## src/rtl/plab4_net_router_output_ctrl.sv

```systemverilog
// Output-port controller for a 3-input ring router: round-robin arbitration
// with packet locking (wormhole) and credit-based flow control toward downstream.
module plab4_net_router_output_ctrl #(
  parameter  int p_num_credits = 4,
  localparam int c_cred_nbits  = $clog2(p_num_credits + 1)
) (
  input  logic                    clk,
  input  logic                    reset,
  input  logic [2:0]              req,
  input  logic [2:0]              tail,
  input  logic                    credit_ret,
  output logic [2:0]              grant,
  output logic                    out_val,
  output logic [c_cred_nbits-1:0] num_free,
  output logic                    locked,
  output logic                    cred_err
);

  localparam logic [0:0] S_IDLE   = 1'b0;
  localparam logic [0:0] S_LOCKED = 1'b1;

  localparam logic [c_cred_nbits-1:0] c_max_cred = c_cred_nbits'(p_num_credits);

  logic [0:0]              state_q, state_d;
  logic [1:0]              owner_q, owner_d;
  logic [1:0]              ptr_q, ptr_d;
  logic [c_cred_nbits-1:0] num_free_q, num_free_d;
  logic                    cred_err_q, cred_err_d;

  logic       has_cred;
  logic [1:0] ptr_p1, ptr_p2;
  logic [1:0] win;

  function automatic logic [1:0] inc3(input logic [1:0] v);
    return (v == 2'd2) ? 2'd0 : v + 2'd1;
  endfunction

  // Handshake: grant[i] is both the switch select and the "pop" for input i's
  // head flit in the same cycle; out_val is the downstream valid and is only
  // raised when a credit is held, so downstream never has to apply backpressure.
  always_comb begin
    grant    = '0;
    win      = '0;
    has_cred = (num_free_q != '0);
    ptr_p1   = inc3(ptr_q);
    ptr_p2   = inc3(ptr_p1);
    if (state_q == S_LOCKED) begin
      if (has_cred && req[owner_q]) begin
        grant[owner_q] = 1'b1;
        win            = owner_q;
      end
    end else if (has_cred) begin
      if (req[ptr_q]) begin
        grant[ptr_q] = 1'b1;
        win          = ptr_q;
      end else if (req[ptr_p1]) begin
        grant[ptr_p1] = 1'b1;
        win           = ptr_p1;
      end else if (req[ptr_p2]) begin
        grant[ptr_p2] = 1'b1;
        win           = ptr_p2;
      end
    end
  end

  assign out_val = |grant;

  // A tail flit releases the port and moves priority past its sender;
  // a body/head flit pins the port to the winner.
  always_comb begin
    state_d = state_q;
    owner_d = owner_q;
    ptr_d   = ptr_q;
    if (out_val) begin
      if (tail[win]) begin
        state_d = S_IDLE;
        ptr_d   = inc3(win);
      end else begin
        state_d = S_LOCKED;
        owner_d = win;
      end
    end
  end

  always_comb begin
    num_free_d = num_free_q;
    cred_err_d = cred_err_q;
    case ({out_val, credit_ret})
      2'b10: num_free_d = num_free_q - 1'b1;
      2'b01: begin
        if (num_free_q == c_max_cred) cred_err_d = 1'b1;
        else                          num_free_d = num_free_q + 1'b1;
      end
      default: ;
    endcase
  end

  always_ff @(posedge clk or negedge reset) begin
    if (!reset) begin
      state_q    <= S_IDLE;
      owner_q    <= 2'd0;
      ptr_q      <= 2'd0;
      num_free_q <= c_max_cred;
      cred_err_q <= 1'b0;
    end else begin
      state_q    <= state_d;
      owner_q    <= owner_d;
      ptr_q      <= ptr_d;
      num_free_q <= num_free_d;
      cred_err_q <= cred_err_d;
    end
  end

  assign num_free = num_free_q;
  assign locked   = (state_q == S_LOCKED);
  assign cred_err = cred_err_q;

endmodule

```

## config.mk

```make
export PLATFORM = sky130hd
export DESIGN_NAME = plab4_net_router_output_ctrl
export DESIGN_NICKNAME = d
export VERILOG_FILES = /design/src/rtl/plab4_net_router_output_ctrl.sv
export SDC_FILE = /design/constraint.sdc
export NUM_CORES = 1
export LEC_CHECK = 0
export CAP_MARGIN = 40
export CELL_PAD_IN_SITES_DETAIL_PLACEMENT = 1
export CELL_PAD_IN_SITES_GLOBAL_PLACEMENT = 2
export CORE_MARGIN = 2
export CORE_UTILIZATION = 30
export CTS_BUF_LIST = sky130_fd_sc_hd__clkbuf_16
export CTS_CLUSTER_DIAMETER = 80
export CTS_CLUSTER_SIZE = 40
export DETAILED_ROUTE_END_ITERATION = 16
export GPL_ROUTABILITY_DRIVEN = 0
export HOLD_SLACK_MARGIN = 0.15
export PLACE_DENSITY = 0.88
export SLEW_MARGIN = 20
export SYNTH_ARGS = -nofsm -noshare
export SYNTH_HDL_FRONTEND = slang
export SYNTH_SLANG_ARGS = --single-unit
```

## constraint.sdc

```tcl
create_clock -name clk -period 4.2 [get_ports clk]
set_input_delay 0.84 -clock clk [delete_from_list [all_inputs] [get_ports clk]]
set_output_delay 0.84 -clock clk [all_outputs]
set_load 0.05 [all_outputs]
```

==> qor.yml, run 1 <==
run_status:
  status: "complete, no violations"
synth:
  ys_top_cells_by_count: "inv_1 (10), dfrtp_1 (8), a21oi_1 (5), nor2_1 (5), o21ai_0 (4)"
  async_flop_share_pct: 100
  syn-cell-area_sq_um: 679
  yosysMostFrequentCell: "inv_1"
  yosys-top-cells-area: "dfrtp_1 (29%), inv_1 (5.5%), dfstp_2 (3.9%), a21oi_1 (3.7%), buf_6 (3.3%)"
  synth_area_per_cell_sq_um: 9.57
  yosysWarnings: 0
  synth_fp_nets: 81
  yosysSeqAreaShare_pct: 33.3
  ys.flop_type: "dfrtp_1"
  synth_edf_count: 0
  synthDistinctLibCells: 35
  yosys.area.top_type: "dfrtp_1"
  syn-instance-count: 71
  ys_ff_latch: 9
  yosys.area.top_type_share_pct: 29.5
sta:
  slew_headroom_pct: 66.5
  final_max_slew_viol_count: 0
  clock.fmax_ghz: 0.272
  timing.final.crit_share_pct: 87.6
  fin_skew_ns: 0.00115
  setup_tns_ns: 0
  fin_crit_ns: 3.68
  final-hold-violation-count: 0
  tightest_slew_ns: 0.500
  finalSetupViolations: 0
  rsz0062_at_grt: "false"
worst_setup_path:
  slowest_stage: "clkdlybuf4s50_1"
  crit_arrival_ns: 2.84
  worstSetupStartpointType: "input port"
  cp_num_buf_inv: 2
  cp_top_family: "buffers and inverters"
  crit_path_max_fanout: 10
  path_cells: "clkdlybuf4s50_1 > nor2_1 > a221oi_2 > nand3b_2 > nand3_4 > clkdlybuf4s50_1"
  rrSetupSlack_ns: 1.81
  crit_path_start: "req[1]"
  worst-r2r-cell-count: 10
  end_kind: "primary output"
  timing.rr.end: "num_free[2]"
  cp.required_ns: 3.36
  critPathKind: "in2out"
  crit_top_cell: "clkdlybuf4s50_1"
  critPathMaxStageDelay_ns: 0.83
  reg2reg_from: "num_free[0]"
clocking:
  cts_root_buf: "clkbuf_16"
  cts_buffers: 3
  cts_buffer_depth: 2
  cts_sinks: 9
  htree_levels: 1
  post_cts_buffers: 0
  cts-resized-gates: 0
  cts.clk_slew.worst_paths_ns: 0.04
  hold_buffers: 0
  cts_tree: "built"
  clk_latency_ns: 0.23
placement:
  port_buffers: 17
  dp_cells: 114
  hpwl_microns: 1300
final_layout:
  area_growth_pct: 38.5
  multi_input_area_sq_um: 389
  fillerInstances: 254
  insertedDiodeCount: 0
  final_cell_count_no_fill: 118
  seq_area_sq_um: 226
  fin_nets: 101
  final_layout_size_suffix_gt1_share_pct: 15.6
global_route:
  grt_util_all_layers_pct: 15.4
  grt_pass1_vias: 642
  grt_max_degree: 11
  grt_remaining_overflow: 0
  grt_pass1_wl_microns: 2910
  antenna_found_initial: 0
min_path:
  worstHoldStart: "cred_err"
  hold_depth: 1
  hp-class: "reg2reg"
  min_to: "cred_err"
die:
  placementRows: 17
  io_pins: 18
  core_region_area_sq_um: 2170
  initial_utilization_pct: 31.3
  die_w_microns: 51.6
  dieArea_sq_um: 2660
  die_y_microns: 51.6
run:
  drv_cap: 0
route:
  met1_length_microns: 744
  finalWirelength_microns: 1710
  top_layer: "met4"
  drc: 0
  route.met2.wl_microns: 839
  num_vias: 623
  avgViaCountPerCell: 5.28
  ant_nets: 0
  dr_wl_met3_microns: 73
  dr.first_iter.drc_count: 7
  drtPass1Iterations: 4
  avgRoutedWirePerCell_microns: 14.4
power:
  pwr_density_cell_nw_per_um2: 1030
  leakage_nw: 0.403
  power_w: 0.000969
  ir_drop_uv: 440
per-stage QoR:
| step | util, % | cell area (sq um) | hold WS, ns | setup WS, ns |
|---|---|---|---|---|
| floorplan | - | 679 | 0.496 | 1.61 |
| global placement | 39.7 | 862 | 0.458 | 0.535 |
| detailed placement | 39.7 | 862 | 0.458 | 0.531 |
| CTS | 43.4 | 941 | 0.467 | 0.516 |
| global route | 43.4 | 941 | 0.488 | 0.419 |
| finish | 43.4 | 941 | 0.462 | 0.520 |
worst max-delay path by stage:
stage / depth (start not counted) / slack (ns) / endpoint
2_1_floorplan: 10 / 1.61 / num_free[2]
3_3_place_gp: 6 / 0.53 / out_val
3_5_place_dp: 6 / 0.53 / out_val
4_1_cts: 6 / 0.52 / out_val
5_1_grt: 6 / 0.42 / out_val
6_report: 6 / 0.52 / out_val
report_power, final:
group / internal [W] / switching (W) / total (W)
logic: 0.000226 / 0.000367 / 0.000594
registers: 0.000136 / 0.0000727 / 0.000209
clock network: 0.000124 / 0.0000421 / 0.000166
cells in the final DEF, fill, tap and decap left out, types with 2 or more instances in the layout:
master / synthesis / layout
nand3_1: 2 / 2
nor2_1: 5 / 5
nand2_1: 3 / 3
clkdlybuf4s50_1: 0 / 17
dfrtp_1: 8 / 8
o21ai_0: 4 / 4
o21ai_1: 2 / 2
o22ai_1: 2 / 2
a21oi_1: 5 / 5
nand2b_1: 2 / 2
clkbuf_16: 0 / 3
mux2i_1: 2 / 2
a21o_1: 2 / 2
inv_1: 10 / 11
worst reg2reg max path, delay by kind of cell (launching register included):
| family | cells | cell delay [ns] |
|---|---|---|
| AND/OR/NAND/NOR | 6 | 1.04 |
| buffers and inverters | 1 | 0.07 |
| adder cells (fa/ha/maj) | 1 | 0.41 |
| AO/OA/AOI/OAI | 2 | 0.31 |
| flip-flops | 1 | 0.47 |
state kept, by name, summed over array words and instances (netlist names):
register and cells:
cred_err 1, locked 1, num_free 3, owner_q 2
ptr_q 2
final cells by class:
cell class	instances	share of cell area (%)
clock buffers	3	7.98
multi-input cells	49	41.4
repair buffers	17	18.1
flip-flops and latches	9	24.1
well taps	28	3.72
inverters	11	4.39
clock inverters	1	0.399
logic make-up after synthesis:
family                     synth area share [%]
muxes                                      2.95
AOI/OAI and AO/OA                          29.5
adders and majority gates                  2.95
and+or+nand+nor                            19.3
DFF                                        33.3
xor gates and xnor gates                   2.58
buffers and inverters                      9.39
per-layer routing:
layer | up-vias | track usage [%]
li1 | 299 | -
met2 | 15 | 25.2
met3 | 5 | 3.74
met1 | 304 | 18.1
met5 | - | 0
met4 | 0 | 9.21
(Power assumes the default switching activity.)
==> inputs of run 2 (changes only) <==
--- a/config.mk
+++ b/config.mk
@@ -8,7 +8,6 @@
 export CAP_MARGIN = 40
 export CELL_PAD_IN_SITES_DETAIL_PLACEMENT = 1
 export CELL_PAD_IN_SITES_GLOBAL_PLACEMENT = 2
-export CORE_MARGIN = 2
 export CORE_UTILIZATION = 30
 export CTS_BUF_LIST = sky130_fd_sc_hd__clkbuf_16
 export CTS_CLUSTER_DIAMETER = 80
==> run 2 against run 1 <==
Register-to-register slack worse by 0.02 ns. Sequential power about the same. Fmax rose by 0.19%. Largest cell class unchanged. Via count decreased by 2.1%. Critical path depth is the same.
==> qor.yml, run 2 (synthesis results as in run 1) <==
run_status:
  status: "complete, no violations"
final_layout:
  insertedDiodeCount: 0
  final_common_cell: "clkdlybuf4s50_1"
  finalInstanceArea_sq_um: 941
  final_layout_size_suffix_gt1_share_pct: 16.7
  area_growth_pct: 38.5
  final_util_pct: 46.1
  largest_register_ffs: 3
  final_cell_mix: "clkdlybuf4s50_1 (17), inv_1 (10), dfrtp_1 (8)"
  final_cell_count_no_fill: 117
  fin_nets: 101
route:
  num_vias: 610
  dr.first_iter.drc_count: 11
  finalWirelength_microns: 1770
  drc: 0
  ant_nets: 0
  avgViaCountPerCell: 5.21
  drtPass1Iterations: 4
  avgRoutedWirePerCell_microns: 15.1
power:
  intPower_w: 0.000488
  p_clk_share_pct: 17.5
  leakage_nw: 0.402
  seqPwrFrac_pct: 21.4
  pwr_density_cell_nw_per_um2: 1040
  ir_drop_uv: 534
  p_sw_w: 0.000495
  p_sw_share_pct: 50.3
  combPwrFrac_pct: 61.1
sta:
  finalSetupViolations: 0
  final_max_slew_viol_count: 0
  tightest_slew_ns: 0.499
  slew_headroom_pct: 66.6
  rsz0062_at_grt: "false"
  fin_skew_ns: 0.00427
  clock.fmax_ghz: 0.272
  setup_tns_ns: 0
  fin_crit_ns: 3.67
  timing.final.crit_share_pct: 87.4
  final-hold-violation-count: 0
clocking:
  cts_sinks: 9
  hold_buffers: 0
  cts-resized-gates: 0
  clk_latency_ns: 0.24
  cts_buffer_depth: 2
  post_cts_buffers: 0
  cts_tree: "built"
  htree_levels: 1
  cts.clk_slew.worst_paths_ns: 0.04
  cts_buffers: 3
  cts_root_buf: "clkbuf_16"
global_route:
  busiest_layer: "met2"
  grt_util_met2_pct: 26.6
  met1_usage_pct: 20.3
  grt_max_degree: 11
  grt_pass1_wl_microns: 3040
  grt_pass1_vias: 641
  antenna_found_initial: 0
  grt.met3_usage_pct: 4.32
  grt_util_all_layers_pct: 16.9
  grt_remaining_overflow: 0
placement:
  dp_cells: 113
  hpwl_microns: 1330
  port_buffers: 17
  place_area_sq_um: 861
worst_setup_path:
  setup.worst_path.end: "out_val"
  crit_path_max_fanout: 10
  end_kind: "primary output"
  slowest_stage: "clkdlybuf4s50_1"
  cp.required_ns: 3.36
  timing.rr.end: "num_free[2]"
  critPathKind: "in2out"
  worst-r2r-cell-count: 10
  path_cells: "clkdlybuf4s50_1 > nor2_1 > a221oi_2 > nand3b_2 > nand3_4 > clkdlybuf4s50_1"
  critPathMaxStageDelay_ns: 0.82
  crit_arrival_ns: 2.83
  rrSetupSlack_ns: 1.79
  crit_top_cell: "clkdlybuf4s50_1"
  reg2reg_from: "num_free[0]"
  crit_path_start: "req[1]"
  worstSetupStartpointType: "input port"
min_path:
  hold_depth: 1
  hp-class: "reg2reg"
  worstHoldStart: "cred_err"
die:
  die_y_microns: 49.6
  dieArea_sq_um: 2460
  io_pins: 18
  core_region_area_sq_um: 2040
  die_w_microns: 49.6
  initial_utilization_pct: 33.3
  placementRows: 16
run:
  drv_cap: 0
==> run 2: power groups by stage <==
stage	logic, W	registers (W)	clock network, W
after floorplan	0.000389	0.000267	0
after global placement	0.000587	0.000209	0
after detailed placement	0.000600	0.000213	0
after CTS	0.000603	0.000211	0.000178
after global routing	0.000648	0.000222	0.000182
final	0.000600	0.000210	0.000172
==> run 2: worst min path at each step <==
stage,endpoint,slack (ns)
after floorplan,owner_q[1],0.50
after global placement,cred_err,0.46
after detailed placement,cred_err,0.46
after CTS,cred_err,0.47
after global routing,cred_err,0.51
final,cred_err,0.47
==> run 2: layer usage <==
metal	routed length (microns)	vias to the layer above
li1	-	297
met5	0	-
met2	859	11
met4	39	0
met3	57	4
met1	813	298
==> run 2: per-stage QoR <==
step	power (W)	setup slack (ns)	hold slack (ns)
after floorplan	0.000656	1.61	0.496
after global placement	0.000796	0.550	0.464
after detailed placement	0.000813	0.537	0.458
after CTS	0.000992	0.516	0.472
after global routing	0.00105	0.448	0.508
final	0.000983	0.527	0.468
==> run 2: layout make-up <==
cell class,instances,area [sq um]
multi-input cells,49,389
clock inverters,1,5.00
fillers,247,1100
well taps,27,33.8
inverters,11,41.3
clock buffers,3,75.1
repair buffers,17,170
flip-flops and latches,9,226
==> run 2: worst max-delay path, delay by kind of cell <==
family                 cells  cell delay (ns)
AOI/OAI and AO/OA          1             0.07
buffers and inverters      2             1.30
and+or+nand+nor            3             0.61
==> variant 1: new RTL, settings of run 1 <==
The parameter `p_num_credits` goes from 4 to 2.
--- a/src/rtl/plab4_net_router_output_ctrl.sv
+++ b/src/rtl/plab4_net_router_output_ctrl.sv
@@ -3,3 +3,3 @@
 module plab4_net_router_output_ctrl #(
-  parameter  int p_num_credits = 4,
+  parameter  int p_num_credits = 2,
   localparam int c_cred_nbits  = $clog2(p_num_credits + 1)
Interface: changed (resized num_free); port bits go from 18 to 17. The function was not compared with the original's and may differ.
==> variant 1 against run 1 <==
  * Sequential share of layout area is 1.5 points higher
  * Design area fell by 16%
  * Area after synthesis fell by 22%
  * Sequential cell count fell by 1
  * Total power shrank 19%
  * Non-clock buffer count did not move
  * Worst setup slack gained 0.12 ns
  * Routed wire length down 7.9%
  * Sequential power decreased by 22%
  * Critical endpoint is now grant[1]
  * Largest cell class unchanged
==> variant 1: results (changes against run 1) <==
Global route
  • Number of global-route vias before repair: 562 (was 642)
  • First-pass GRT wire length: 2.718 mm (was 2.911 mm)
  • Pin count of the biggest net entering global routing: 9 (was 11)
  • GR Util All Layers: 18.88% (was 15.40%)

Critical path
  • Critical Path Source: req[2] (was req[1])
  • Slowest cell on the critical path: sky130_fd_sc_hd__clkdlybuf4s50_1 (unchanged)
  • Data arrival time of the critical path: 2.72 ns (was 2.84 ns)
  • Max incr delay on CP: 0.81 ns (was 0.83 ns)
  • Max Fanout on Critical Path: 7 (was 10)
  • Startpoint of the worst-slack reg-to-reg timing path: ptr_q[0] (was num_free[0])

Drt
  • Met1 Routed Length: 656 µm (was 744 µm)
  • Total routed wirelength: 1.570 mm (was 1.705 mm)
  • First-iteration detailed-routing DRC count: 6 (was 7)
  • Via density per instance: 5.798 (was 5.280)
  • Met2 layer wire length in the routed design: 855 µm (was 839 µm)
  • Initial DRT Pass Iterations: 4 (unchanged)
  • Sum of met3 wire segment lengths after detailed routing: 32 µm (was 73 µm)

Final layout
  • Fill count: 197 (was 254)
  • Fraction of layout instances using a drive strength above 1: 18.18% (was 15.56%)
  • Number of nets in the layout: 87 (was 101)

Yosys
  • Largest cells by area after synthesis: sky130_fd_sc_hd__dfrtp_1 (33%), sky130_fd_sc_hd__a32oi_2 (6.2%), sky130_fd_sc_hd__dfstp_2 (5.0%), sky130_fd_sc_hd__inv_1 (3.6%), sky130_fd_sc_hd__nand2_1 (3.6%) (was sky130_fd_sc_hd__dfrtp_1 (29%), sky130_fd_sc_hd__inv_1 (5.5%), sky130_fd_sc_hd__dfstp_2 (3.9%), sky130_fd_sc_hd__a21oi_1 (3.7%), sky130_fd_sc_hd__buf_6 (3.3%))
  • Ranking of synthesized cells by instance count: sky130_fd_sc_hd__dfrtp_1 (7), sky130_fd_sc_hd__inv_1 (5), sky130_fd_sc_hd__nand2_1 (5) (was sky130_fd_sc_hd__inv_1 (10), sky130_fd_sc_hd__dfrtp_1 (8), sky130_fd_sc_hd__a21oi_1 (5), sky130_fd_sc_hd__nor2_1 (5), sky130_fd_sc_hd__o21ai_0 (4))
  • Distinct cells, synth: 34 (was 35)
  • Net Count, Synth: 66 (was 81)
  • Fraction of the yosys area taken by sequential cells: 38.24% (was 33.33%)

Placement
  • Estimated wirelength of the detail-placed design: 1.265 mm (was 1.299 mm)
  • Placement-stage cell area: 708.2 µm² (was 862.1 µm²)
  • PortBufs: 16 (was 17)

STA
  • Clock Skew: 0.005060 ns (was 0.001145 ns)
  • Worst slew margin relative to its limit: 64.54% (was 66.53%)

Status
  • Outcome: complete, no violations (unchanged)

Clock tree
  • Max Root-Sink Buffers: 2 (unchanged)

Power
  • Switching power: 373.1 µW (was 482.1 µW)
  • Worst vdd rail ir drop: 0.0004312 V (was 0.0004398 V)
  • Pleak: 0.3285 nW (was 0.4031 nW)
variant 1: per-stage QoR:
step                util (%)  hold WS [ns]  worst slack [ns]  power, mW  std cells
floorplan                  -        0.5136            0.4593     0.4847         57
global placement       41.93        0.4629            0.6612     0.6166         90
detailed placement     41.93        0.4804            0.6478     0.6279         90
CTS                    46.59        0.4936            0.6383     0.7972         94
global route           46.59        0.5184            0.5189     0.8402         94
finish                 46.59        0.4861            0.6401     0.7877         94
variant 1: routing by layer:
| layer | GRT usage [%] | vias to the layer above |
|---|---|---|
| li1 | - | 258 |
| met1 | 24.03 | 274 |
| met2 | 30.56 | 11 |
| met3 | 4.762 | 2 |
| met4 | 6.857 | 0 |
| met5 | 0 | - |
variant 1: kinds of logic after synthesis:
kind of cell | after synthesis | synth area share (%)
compound gates | 21 | 35.39
buf+inv | 8 | 5.938
flops | 8 | 38.24
simple gates | 20 | 20.43
variant 1: area by class of cell:
cell class              instances  area, µm²  share of cell area (%)
clock buffers                   3      75.07                   9.539
clock inverters                 1      3.754                  0.4769
inverters                       7      26.28                   3.339
multi-input cells              41      294.0                   37.36
flip-flops and latches          8      201.4                   25.60
well taps                      17      21.27                   2.703
repair buffers                 17      165.2                   20.99
variant 1: worst paths after layout:
path	to	slack, ns	cells after the start
worst max-delay path	grant[1]	0.64	5
worst min register to register	cred_err	0.49	1
max in group asynchronous	num_free[1]	3.00	1
worst max register to register	num_free[0]	2.27	6
worst min-delay path	cred_err	0.49	1
min in group asynchronous	cred_err	0.89	1
variant 1: power by group through the flow:
stage	Clock [mW]	Combinational (mW)	Sequential [mW]
2_1_floorplan	0	0.269	0.215
3_3_place_gp	0	0.454	0.163
3_5_place_dp	0	0.464	0.163
4_1_cts	0.165	0.470	0.163
5_1_grt	0.170	0.500	0.171
6_report	0.160	0.465	0.163
variant 1: worst register-to-register path, stage by stage (launching register included):
cell and delay, ns:
sky130_fd_sc_hd__dfrtp_1 0.40, sky130_fd_sc_hd__and2b_1 0.24, sky130_fd_sc_hd__a211oi_2 0.09, sky130_fd_sc_hd__a32oi_2 0.27
sky130_fd_sc_hd__inv_2 0.11, sky130_fd_sc_hd__or3_1 0.46, sky130_fd_sc_hd__o211a_1 0.25
==> variant 2: new RTL, settings of run 1 <==
Without the edit above. Put one more register stage on the output `cred_err`, with the module's reset. The value now appears one clock later. The other outputs are not delayed to match.
--- a/src/rtl/plab4_net_router_output_ctrl.sv
+++ b/src/rtl/plab4_net_router_output_ctrl.sv
@@ -115,3 +115,9 @@
   assign locked   = (state_q == S_LOCKED);
-  assign cred_err = cred_err_q;
+  always_ff @(posedge clk or negedge reset) begin
+    if (!reset) begin
+      cred_err <= '0;
+    end else begin
+      cred_err <= cred_err_q;
+    end
+  end
 
Function: changed (Yosys sat finds a counterexample within 4 cycles, from zero or initial values and one cycle with reset low).
==> variant 2 against run 1 <==
  * Via count up 6.7%
  * Sequential cell count up 1
  * Total power down 8.1%
  * Clock skew up 0.00073 ns
  * Count of clock-buffer cells in the layout unchanged
  * Utilization up 0.35 points
  * Critical path type unchanged
  * Final cell count up 4.2%
  * Highest routed layer unchanged
  * Synthesized cell count up 7.0%
  * Area after synthesis up 2.4%
  * Largest cell class unchanged
  * Worst setup slack worse by 0.22 ns
  * Design area up 2.8%
  * Global-route usage up 1.0 points
  * Routed wire length up 7.9%
==> variant 2: results (changes against run 1) <==
Status
  • Outcome: complete, no violations (unchanged)

Global route
  • Number of global-route vias before repair: 721 (was 642)
  • First-pass GRT wire length: 3.256 mm (was 2.911 mm)
  • Global Route met1 Usage: 19.00% (was 18.13%)
  • Global-route met2 utilization: 29.96% (was 25.21%)
  • GR Util met3: 2.586% (was 3.736%)

Critical path
  • Data arrival time of the critical path: 3.06 ns (was 2.84 ns)
  • Startpoint of the worst-slack reg-to-reg timing path: num_free[1] (was num_free[0])
  • Max Fanout on Critical Path: 9 (was 10)
  • Max incr delay on CP: 0.70 ns (was 0.83 ns)
  • Slack of the worst reg-to-reg path: 1.45 ns (was 1.81 ns)

Power
  • Power share of the clock group: 18.7% (was 17.2%)
  • Switching power: 426.0 µW (was 482.1 µW)
  • Worst vdd rail ir drop: 0.0004505 V (was 0.0004398 V)
  • Pleak: 0.3868 nW (was 0.4031 nW)
  • Total sequential power: 197 µW (was 209 µW)
  • Switching share of total power: 47.81% (was 49.75%)

Yosys
  • Post-synthesis average cell area: 9.154 µm² (was 9.569 µm²)
  • Fraction of the yosys area taken by sequential cells: 36.15% (was 33.33%)
  • Largest cells by area after synthesis: sky130_fd_sc_hd__dfrtp_1 (32%), sky130_fd_sc_hd__a21oi_1 (4.3%), sky130_fd_sc_hd__dfstp_2 (3.8%), sky130_fd_sc_hd__o21ai_0 (3.6%), sky130_fd_sc_hd__inv_1 (3.2%) (was sky130_fd_sc_hd__dfrtp_1 (29%), sky130_fd_sc_hd__inv_1 (5.5%), sky130_fd_sc_hd__dfstp_2 (3.9%), sky130_fd_sc_hd__a21oi_1 (3.7%), sky130_fd_sc_hd__buf_6 (3.3%))
  • Ranking of synthesized cells by instance count: sky130_fd_sc_hd__dfrtp_1 (9), sky130_fd_sc_hd__a21oi_1 (6), sky130_fd_sc_hd__inv_1 (6) (was sky130_fd_sc_hd__inv_1 (10), sky130_fd_sc_hd__dfrtp_1 (8), sky130_fd_sc_hd__a21oi_1 (5), sky130_fd_sc_hd__nor2_1 (5), sky130_fd_sc_hd__o21ai_0 (4))
  • Net Count, Synth: 86 (was 81)

Placement
  • Estimated wirelength of the detail-placed design: 1.438 mm (was 1.299 mm)
  • Placement-stage cell area: 888.4 µm² (was 862.1 µm²)
  • Pre-CTS WS: 0.3093 ns (was 0.5311 ns)

Drt
  • Via density per instance: 5.407 (was 5.280)
  • Sum of met3 wire segment lengths after detailed routing: 81 µm (was 73 µm)
  • Met2 layer wire length in the routed design: 913 µm (was 839 µm)
  • Total routed wirelength: 1.840 mm (was 1.705 mm)

Final layout
  • Fill count: 267 (was 254)
  • Fraction of layout instances using a drive strength above 1: 11.58% (was 15.56%)

STA
  • Worst-case setup margin in the final layout: 0.2963 ns (was 0.5202 ns)
  • Hold Worst Slack: 0.3712 ns (was 0.4622 ns)
  • Clock Skew: 0.001877 ns (was 0.001145 ns)

Hold path
  • Startpoint of the tightest hold check path: cred_err_q (was cred_err)
[variant 2: changes by cell type in the layout (fill, tap and decap cells not counted), sizes merged, moves of 2 or more]
| cell | before | now |
|---|---|---|
| inv | 12 | 8 |
| nand3 | 3 | 0 |
| a211oi | 1 | 3 |
| a41oi | 2 | 0 |
| nor4 | 0 | 2 |
| or3 | 0 | 2 |
[variant 2: layout make-up]
| type | instances | area share, % |
|---|---|---|
| Timing Repair Buffer | 18 | 18.37 |
| Inverter | 8 | 3.364 |
| Multi-Input combinational cell | 55 | 40.49 |
| Sequential cell | 10 | 26.00 |
| Clock buffer | 3 | 7.762 |
| Tap cell | 28 | 3.622 |
| Clock inverter | 1 | 0.3881 |
[variant 2: kinds of logic after synthesis]
kind of cell	after synthesis	synth area share [%]
simple gates	26	23.02
compound gates	25	26.44
buf+inv	11	7.552
flops	10	36.15
xor+xnor	2	2.518
mux	1	1.439
fa+ha+maj	1	2.878
